File: config.mk
export PLATFORM = sky130hd
export DESIGN_NAME = fwd_hazard_unit
export DESIGN_NICKNAME = d
export VERILOG_FILES = /design/src/rtl/fwd_hazard_unit.sv
export SDC_FILE = /design/constraint.sdc
export NUM_CORES = 1
export LEC_CHECK = 0
export ABC_CLOCK_PERIOD_IN_PS = 1900
export CORE_MARGIN = 5
export CORE_UTILIZATION = 39
export DETAILED_ROUTE_END_ITERATION = 8
export MAX_ROUTING_LAYER = met4
export PLACE_DENSITY_LB_ADDON = 0.2
export SLEW_MARGIN = 10
export SYNTH_ARGS = -nofsm -noshare
export SYNTH_HDL_FRONTEND = slang
export SYNTH_SLANG_ARGS = --single-unit
File: constraint.sdc
create_clock -name CLOCK -period 1.9 [get_ports CLOCK]
set_clock_uncertainty 0.05 [all_clocks]
set_input_delay 0.475 -clock CLOCK [delete_from_list [all_inputs] [get_ports CLOCK]]
set_output_delay 0.475 -clock CLOCK [all_outputs]
set_load 0.02 [all_outputs]
File: src/rtl/fwd_hazard_unit.sv
// fwd_hazard_unit
//   Forwarding and load-use hazard unit for the pipelined MIPS core.
//   Compares the source operands of the instruction in ID against the
//   destinations held in ID/EX and EX/MEM. It registers per-operand
//   forwarding selects so that they are valid when the consumer reaches EX.
//   It also detects load-use hazards and holds IF/ID for LOAD_STALL_CYCLES
//   cycles while bubbling ID/EX, and it keeps a saturating stall-cycle count.
//
// Ports
//   CLOCK, RESET_N   clock (rising edge) / asynchronous active-low reset
//   ID_Valid         ID holds a real instruction
//   ID_Flush         ID instruction squashed
//   ID_Src_Addr      packed source addresses, operand i at [i*REG_ADDR_W +: REG_ADDR_W]
//   ID_Src_Used      operand i is actually read
//   IDEX_Rd/RegWrite/MemRead   producer in ID/EX
//   EXMEM_Rd/RegWrite          producer in EX/MEM
//   Fwd_Sel          registered select per operand: 00 RF, 01 MEM/WB, 10 EX/MEM
//   Stall            hold PC and IF/ID (combinational)
//   IDEX_Bubble      insert NOP into ID/EX (same as Stall)
//   Stall_Count      saturating count of Stall cycles
module fwd_hazard_unit #(
    parameter int REG_ADDR_W        = 5,
    parameter int NUM_SRC           = 2,
    parameter int LOAD_STALL_CYCLES = 1,
    parameter int ZERO_REG_EN       = 1
) (
    input  logic                          CLOCK,
    input  logic                          RESET_N,
    input  logic                          ID_Valid,
    input  logic                          ID_Flush,
    input  logic [NUM_SRC*REG_ADDR_W-1:0] ID_Src_Addr,
    input  logic [NUM_SRC-1:0]            ID_Src_Used,
    input  logic [REG_ADDR_W-1:0]         IDEX_Rd,
    input  logic                          IDEX_RegWrite,
    input  logic                          IDEX_MemRead,
    input  logic [REG_ADDR_W-1:0]         EXMEM_Rd,
    input  logic                          EXMEM_RegWrite,
    output logic [2*NUM_SRC-1:0]          Fwd_Sel,
    output logic                          Stall,
    output logic                          IDEX_Bubble,
    output logic [15:0]                   Stall_Count
);

    localparam int CNT_W = $clog2(LOAD_STALL_CYCLES) + 1;

    typedef enum logic {
        IDLE,
        STALL
    } state_t;

    state_t             state, state_next;
    logic [CNT_W-1:0]   cnt, cnt_next;
    logic [2*NUM_SRC-1:0] cand;
    logic               load_hit;
    logic               hazard;
    logic               idex_zero_blk;
    logic               exmem_zero_blk;

    // Writes to register 0 are discarded, so they never satisfy a consumer.
    assign idex_zero_blk  = (ZERO_REG_EN != 0) && (IDEX_Rd == '0);
    assign exmem_zero_blk = (ZERO_REG_EN != 0) && (EXMEM_Rd == '0);

    // Per-operand match and select candidate. ID/EX is younger and wins over
    // EX/MEM; a load in ID/EX cannot forward yet and instead raises a hazard.
    always_comb begin
        logic [REG_ADDR_W-1:0] src;
        logic                  idex_hit;
        logic                  exmem_hit;
        cand     = '0;
        load_hit = 1'b0;
        for (int unsigned i = 0; i < NUM_SRC; i++) begin
            src       = ID_Src_Addr[i*REG_ADDR_W +: REG_ADDR_W];
            idex_hit  = ID_Src_Used[i] && IDEX_RegWrite && (IDEX_Rd == src) && !idex_zero_blk;
            exmem_hit = ID_Src_Used[i] && EXMEM_RegWrite && (EXMEM_Rd == src) && !exmem_zero_blk;
            if (idex_hit && !IDEX_MemRead)
                cand[2*i +: 2] = 2'b10;
            else if (exmem_hit)
                cand[2*i +: 2] = 2'b01;
            else
                cand[2*i +: 2] = 2'b00;
            if (idex_hit && IDEX_MemRead)
                load_hit = 1'b1;
        end
    end

    assign hazard = load_hit && ID_Valid && !ID_Flush;

    // State register
    always_ff @(posedge CLOCK or negedge RESET_N) begin
        if (!RESET_N) begin
            state <= IDLE;
            cnt   <= '0;
        end else begin
            state <= state_next;
            cnt   <= cnt_next;
        end
    end

    // Next-state logic
    always_comb begin
        state_next = state;
        cnt_next   = cnt;
        if (ID_Flush) begin
            state_next = IDLE;
            cnt_next   = '0;
        end else begin
            case (state)
                IDLE: begin
                    if (hazard) begin
                        state_next = STALL;
                        cnt_next   = CNT_W'(LOAD_STALL_CYCLES - 1);
                    end
                end
                STALL: begin
                    if (cnt != '0)
                        cnt_next = cnt - CNT_W'(1);
                    else
                        state_next = IDLE;
                end
                default: begin
                    state_next = IDLE;
                    cnt_next   = '0;
                end
            endcase
        end
    end

    // Output logic; reset gates Stall so it drops without waiting for an edge
    // even while the hazard inputs are still present.
    always_comb begin
        Stall = 1'b0;
        if (RESET_N && !ID_Flush) begin
            case (state)
                IDLE:    Stall = hazard;
                STALL:   Stall = (cnt != '0);
                default: Stall = 1'b0;
            endcase
        end
    end

    assign IDEX_Bubble = Stall;

    // Forwarding selects: a bubble or squashed instruction entering EX
    // forwards nothing.
    always_ff @(posedge CLOCK or negedge RESET_N) begin
        if (!RESET_N)
            Fwd_Sel <= '0;
        else if (Stall || ID_Flush || !ID_Valid)
            Fwd_Sel <= '0;
        else
            Fwd_Sel <= cand;
    end

    always_ff @(posedge CLOCK or negedge RESET_N) begin
        if (!RESET_N)
            Stall_Count <= '0;
        else if (Stall && (Stall_Count != '1))
            Stall_Count <= Stall_Count + 16'd1;
    end

endmodule

-- Word level (Yosys, flattened, before mapping)
Cells that the tools add are included.
- add/subtract/negate cells: 2
- equality and inequality tests: 6
- multiplexer cells: 17
- bitwise logic cells: 1
- reductions and logical operators: 29
- operators with widths (kind ; count):
    equality test 5 bit ; 4
    logical AND 1 bit ; 20
    adder 16 x 1 -> 16 bit, second input constant ; 1
    != test 16 bit, second input constant ; 1
    two-way mux 1 bit ; 11
    logical NOT 5 bit ; 2
    case mux 1 bit (2 select lines) ; 3
    logical NOT 1 bit ; 5
    two-way mux 2 bit ; 2
    two-way mux 4 bit ; 1
    != test 3 bit, second input constant ; 1
    logical OR 1 bit ; 2
    NOT 1 bit ; 1
    subtractor 1 bit, second input constant ; 1
- bits in registers: 22
- bits of input ports: 29
- output and inout bits: 22
- logic and storage cells: 59

-- Logic depth before layout (Yosys ltp)
- word-level depth: 13
- mapped depth: 7
- mapped depth without buffers: 7

-- Worst setup path before layout
OpenSTA, ideal clock, no wires.
- path type: input to register
- start: input port IDEX_Rd[1]
- end: register Fwd_Sel[0]
- arrival time: 1.969 ns
- data required time: 1.778 ns
- path slack: -0.190 ns
- cell stages on the path: 6
- cells stage by stage: or4_4 -> o21ai_4 -> nor4_2 -> o21a_4 -> or4_4 -> nor2_1
- cells in the longest elaborated chain, start to end: 13
- elaborated cells between the ends (all ways): 21
- ends and longest elaborated chain (what ; RTL line ; source):
    from (decl) ; 33 ; input logic [REG_ADDR_W-1:0] IDEX_Rd,
    equality test 5 bit or logical NOT 5 bit (tied branches) ; 73, 60 ;
    logical AND 1 bit or logical NOT 1 bit (tied branches) ; 73 ; idex_hit = ID_Src_Used[i] && IDEX_RegWrite && (IDEX_Rd == src) && !idex_zero_blk;
    logical AND 1 bit ; 73 ;
    logical AND 1 bit ; 81 ; if (idex_hit && IDEX_MemRead)
    two-way mux 1 bit ; 81 ;
    two-way mux 1 bit * ; 81 ;
    logical AND 1 bit * (2 in a row) ; 86 ; assign hazard = load_hit && ID_Valid && !ID_Flush;
    case mux 1 bit (2 select lines) * ; 133 ; case (state)
    two-way mux 1 bit * ; 132 ; if (RESET_N && !ID_Flush) begin
    named net IDEX_Bubble ; 40 ; output logic IDEX_Bubble,
    logical OR 1 bit * (2 in a row) ; 148 ; else if (Stall || ID_Flush || !ID_Valid)
    two-way mux 4 bit * ; 148 ;
    to (signal assigned) ; 151 ; Fwd_Sel <= cand;
    to (decl) ; 38 ; output logic [2*NUM_SRC-1:0] Fwd_Sel,
Mark *: on every way through the listed nets, which the timed path passes. The rest lies on a longest branch.
A chain may end at the register's enable or synchronous reset.

-- Worst setup path after layout
- start: input port IDEX_Rd[4]
- end: output port IDEX_Bubble
- cells in the longest elaborated chain, start to end: 10
- elaborated cells between the ends (all ways): 16
- ends and longest elaborated chain (what ; RTL line):
    equality test 5 bit or logical NOT 5 bit (tied branches) ; 73, 60
    logical AND 1 bit or logical NOT 1 bit (tied branches) ; 73
    logical AND 1 bit ; 73
    logical AND 1 bit ; 81
    two-way mux 1 bit ; 81
    two-way mux 1 bit * ; 81
    logical AND 1 bit * (2 in a row) ; 86
    case mux 1 bit (2 select lines) * ; 133
    two-way mux 1 bit * ; 132
    to (decl) ; 40
Every way passes the cells marked *; elsewhere a longest branch is shown, timed or not.

==> key figures <==
Status
  • Status: finished, violations left
  • Failing checks: setup timing

Die
  • Die area: 0.00447 mm²
  • Chip width: 66.9 µm
  • Rows: 20
  • Die H: approximately 67 µm
  • # IOs: slightly above 50
  • Core area: 0.00308 mm²
  • Initial core utilization: between 40% and 50%

Yosys
  • Syn Inst Count: approximately 130
  • Top cell type's share of synthesized area: 41.7%
  • Area leader, netlist: dfrtp_1
  • Syn_nets: between 150 and 200
  • #FFs+latches synth: 21
  • Top cells by area, synth: dfrtp_1 (42%), xor2_1 (17%), xnor2_1 (5.6%)
  • Mean Syn Cell Area: just over 10 µm²
  • Register area share after synthesis: 41.7%
  • Distinct cells, synth: 25
  • Cell Area, Synth: about 0.0013 mm²
  • Yosys Warn Count: 0

Clock network
  • Hold Buf Count CTS: 0
  • TritonCTS clock tree: built
  • Clock-pin slew on the worst setup and hold paths: about 120 ps
  • Num CTS Buffers: 3
  • Root Buffer: clkbuf_4
  • Worst-Skew Late Latency: between 300 and 400 ps
  • H-Tree Depth: 1
  • Clock buffer depth: 2
  • Clock Sinks: 21

Worst setup path
  • CP Capture Type: output pin
  • Top cell by count, worst path: buf_6
  • CP delay by family, top: simple AND/OR/NAND/NOR gates
  • Worst Setup Start Kind: input pin
  • Data arrival, critical path: ~1700 ps
  • Kind of critical path: in2out
  • Max incr delay on CP: around 320 ps
  • CP max FO: 3
  • WP data required: between 1000 and 1500 ps
  • Worst Path Buf+Inv: 3
  • Crit-path slowest cell: nor4_2
  • CP cell instances: buf_8, buf_6, xor2_2, nor4_2, and3_4, o21a_4, buf_6

Routing
  • DRT iter0 DRCs: between 60 and 70
  • WL/cell: roughly 17 µm
  • WL final: ~4600 µm
  • Routed Antenna Nets: 0
  • Vias/cell: roughly 5.1
  • Drt drc: 0
  • Vias post-DR: 1,344
  • Drt pass-1 iters: 4

Power and ir drop
  • Pleak: about 1.2 nW
  • Gate power share: 23.1%
  • Sw power: ~0.00024 W
  • Part of the power in registers: between 50% and 60%
  • Internal: between 0.0006 and 0.0007 W
  • Clock power frac: 25.4%
  • Switching Share: a little over a quarter
  • Cell Pwr Density: 377 mW/mm²
  • VDD IR max: between 0.4 and 0.5 mV

Timing
  • Worst Hold Slack: about 240 ps
  • Worst slew margin: 74.9%
  • Final setup margin: -323 ps
  • Setup TNS: -1720 ps
  • Fin crit share: 117%
  • Fmax: 450 MHz
  • Fin. max-slew vios: 0
  • Tmin final: 2220 ps
  • Final setup fails: 13
  • Least-Margin Pin Slew: about 380 ps
  • Final hold vios: 0
  • RSZ-0062 raised after global routing: yes

Finish
  • Fillers: between 200 and 250
  • Commonest non-fill, non-tap cell in the layout: buf_4
  • Post-layout util: about three quarters
  • Final Net Count: 250
  • Most frequent cells in the layout: buf_4 (34), xor2_1 (23), dfrtp_1 (21)
  • Area Overhead vs Synth: 83.4%
  • Post-route insts no fill: 263
  • ANT cells: 0
  • Share of layout cells above drive strength 1: 41.1%

Global route
  • Initial antenna violation count: 0
  • Gr ovfl total: 0
  • Pin count of the biggest net entering global routing: 22
  • Overall Global Routing Usage: 20.5%
  • First-pass GRT wire length: between 6000 and 7000 µm
  • Vias in the first global route: 1,404

Placed design
  • GPL Wtd Cong: ~0.88
  • Detailed placement HPWL: 3120 µm
  • Port bufs: 50
  • Placed Cells: roughly 250

Worst hold path
  • Min-delay worst type: in2async

Flow run
  • Max-cap check violation count: 0
==> power groups by stage <==
stage	clock network (W)	logic, W	registers (W)
2_1_floorplan	0	0.0000464	0.000462
3_3_place_gp	0	0.000179	0.000458
3_5_place_dp	0	0.000185	0.000458
4_1_cts	0.000225	0.000184	0.000450
5_1_grt	0.000255	0.000216	0.000450
6_report	0.000222	0.000201	0.000450
==> layout make-up <==
class	instances	area [µm²]	area share [%]
Tap cell	44	55.1	2.38
Clock buffer	3	22.5	0.973
Sequential cell	21	526	22.7
Clock inverter	1	5.00	0.216
Multi-Input combinational cell	100	886	38.3
Inverter	3	11.3	0.487
Timing Repair Buffer	91	808	34.9
==> logic make-up (layout without fill, tap and decap cells) <==
| kind of cell | count (synthesis) | in the layout | share of synthesized area [%] |
|---|---|---|---|
| buffers and inverters | 4 | 98 | 1.49 |
| AO/OA/AOI/OAI | 4 | 4 | 4.17 |
| flip-flops | 21 | 21 | 41.7 |
| AND/OR/NAND/NOR | 59 | 59 | 26.1 |
| XOR/XNOR | 33 | 33 | 22.9 |
| multiplexers | 3 | 3 | 2.68 |
| adder cells (fa/ha/maj) | 1 | 1 | 0.992 |
==> flip-flops by register name, indices dropped and copies added, names as in the netlist <==
name         flops
Stall_Count     16
Fwd_Sel          4
state            1
==> synth_stat cells <==
| library cell | count |
|---|---|
| and3_1 | 5 |
| and3_2 | 2 |
| and4_1 | 1 |
| buf_4 | 1 |
| dfrtp_1 | 21 |
| ha_1 | 1 |
| inv_1 | 3 |
| mux2_2 | 3 |
| nand2_1 | 6 |
| nand2b_1 | 2 |
| nand3_1 | 7 |
| nand4_1 | 7 |
| nor2_1 | 15 |
| nor3_1 | 3 |
| nor4_1 | 6 |
| nor4_2 | 1 |
| o2111ai_1 | 1 |
| o211ai_2 | 1 |
| o21a_4 | 1 |
| o21ai_4 | 1 |
| or2b_2 | 1 |
| or4_1 | 1 |
| or4_4 | 2 |
| xnor2_1 | 8 |
| xor2_1 | 25 |
==> path summary, 6_finish.rpt <==
| kind | from | depth (start not counted) | slack [ps] | end |
|---|---|---|---|---|
| min in group CLOCK | Stall_Count[9] | 1 | 450 | Stall_Count[9] |
| worst max register to register | state | 7 | -60 | Stall_Count[14] |
| worst max-delay path | IDEX_Rd[4] | 7 | -320 | IDEX_Bubble |
| worst min-delay path | RESET_N | 2 | 240 | Fwd_Sel[1] |
| max in group asynchronous | RESET_N | 2 | 1340 | state |
| worst min register to register | Stall_Count[9] | 1 | 450 | Stall_Count[9] |
==> per-layer routing <==
metal	vias up	global-route usage [%]	wire length (µm)
met3	12	3.88	200
met1	653	24.8	1850
met5	-	-	0
met4	0	5.06	127
li1	630	-	-
met2	49	35.1	2380
==> what timing repair did <==
action | CTS | global route
resized for setup | 78 | 48
setup endpoints to repair | 30 | 27
buffers inserted | 7 | 5
endpoints found under the hold margin | 0 | 0
pin swaps | 12 | 14
==> per-stage QoR <==
step	worst slack, ps	cell area [µm²]	power, W
2_1_floorplan	-190	1260	0.000509
3_3_place_gp	-1040	2070	0.000637
3_5_place_dp	-1130	2070	0.000643
4_1_cts	-272	2170	0.000859
5_1_grt	-395	2310	0.000921
6_report	-323	2310	0.000873
==> worst reg2reg max path, stage by stage (launching register included) <==
cell      delay [ps]
dfrtp_1          380
nand2b_1         190
nor4_4           340
o21a_4           210
buf_4            120
buf_6            100
nand4_1          150
mux2_4           340
Note: power is estimated with default switching activity, not from simulation.
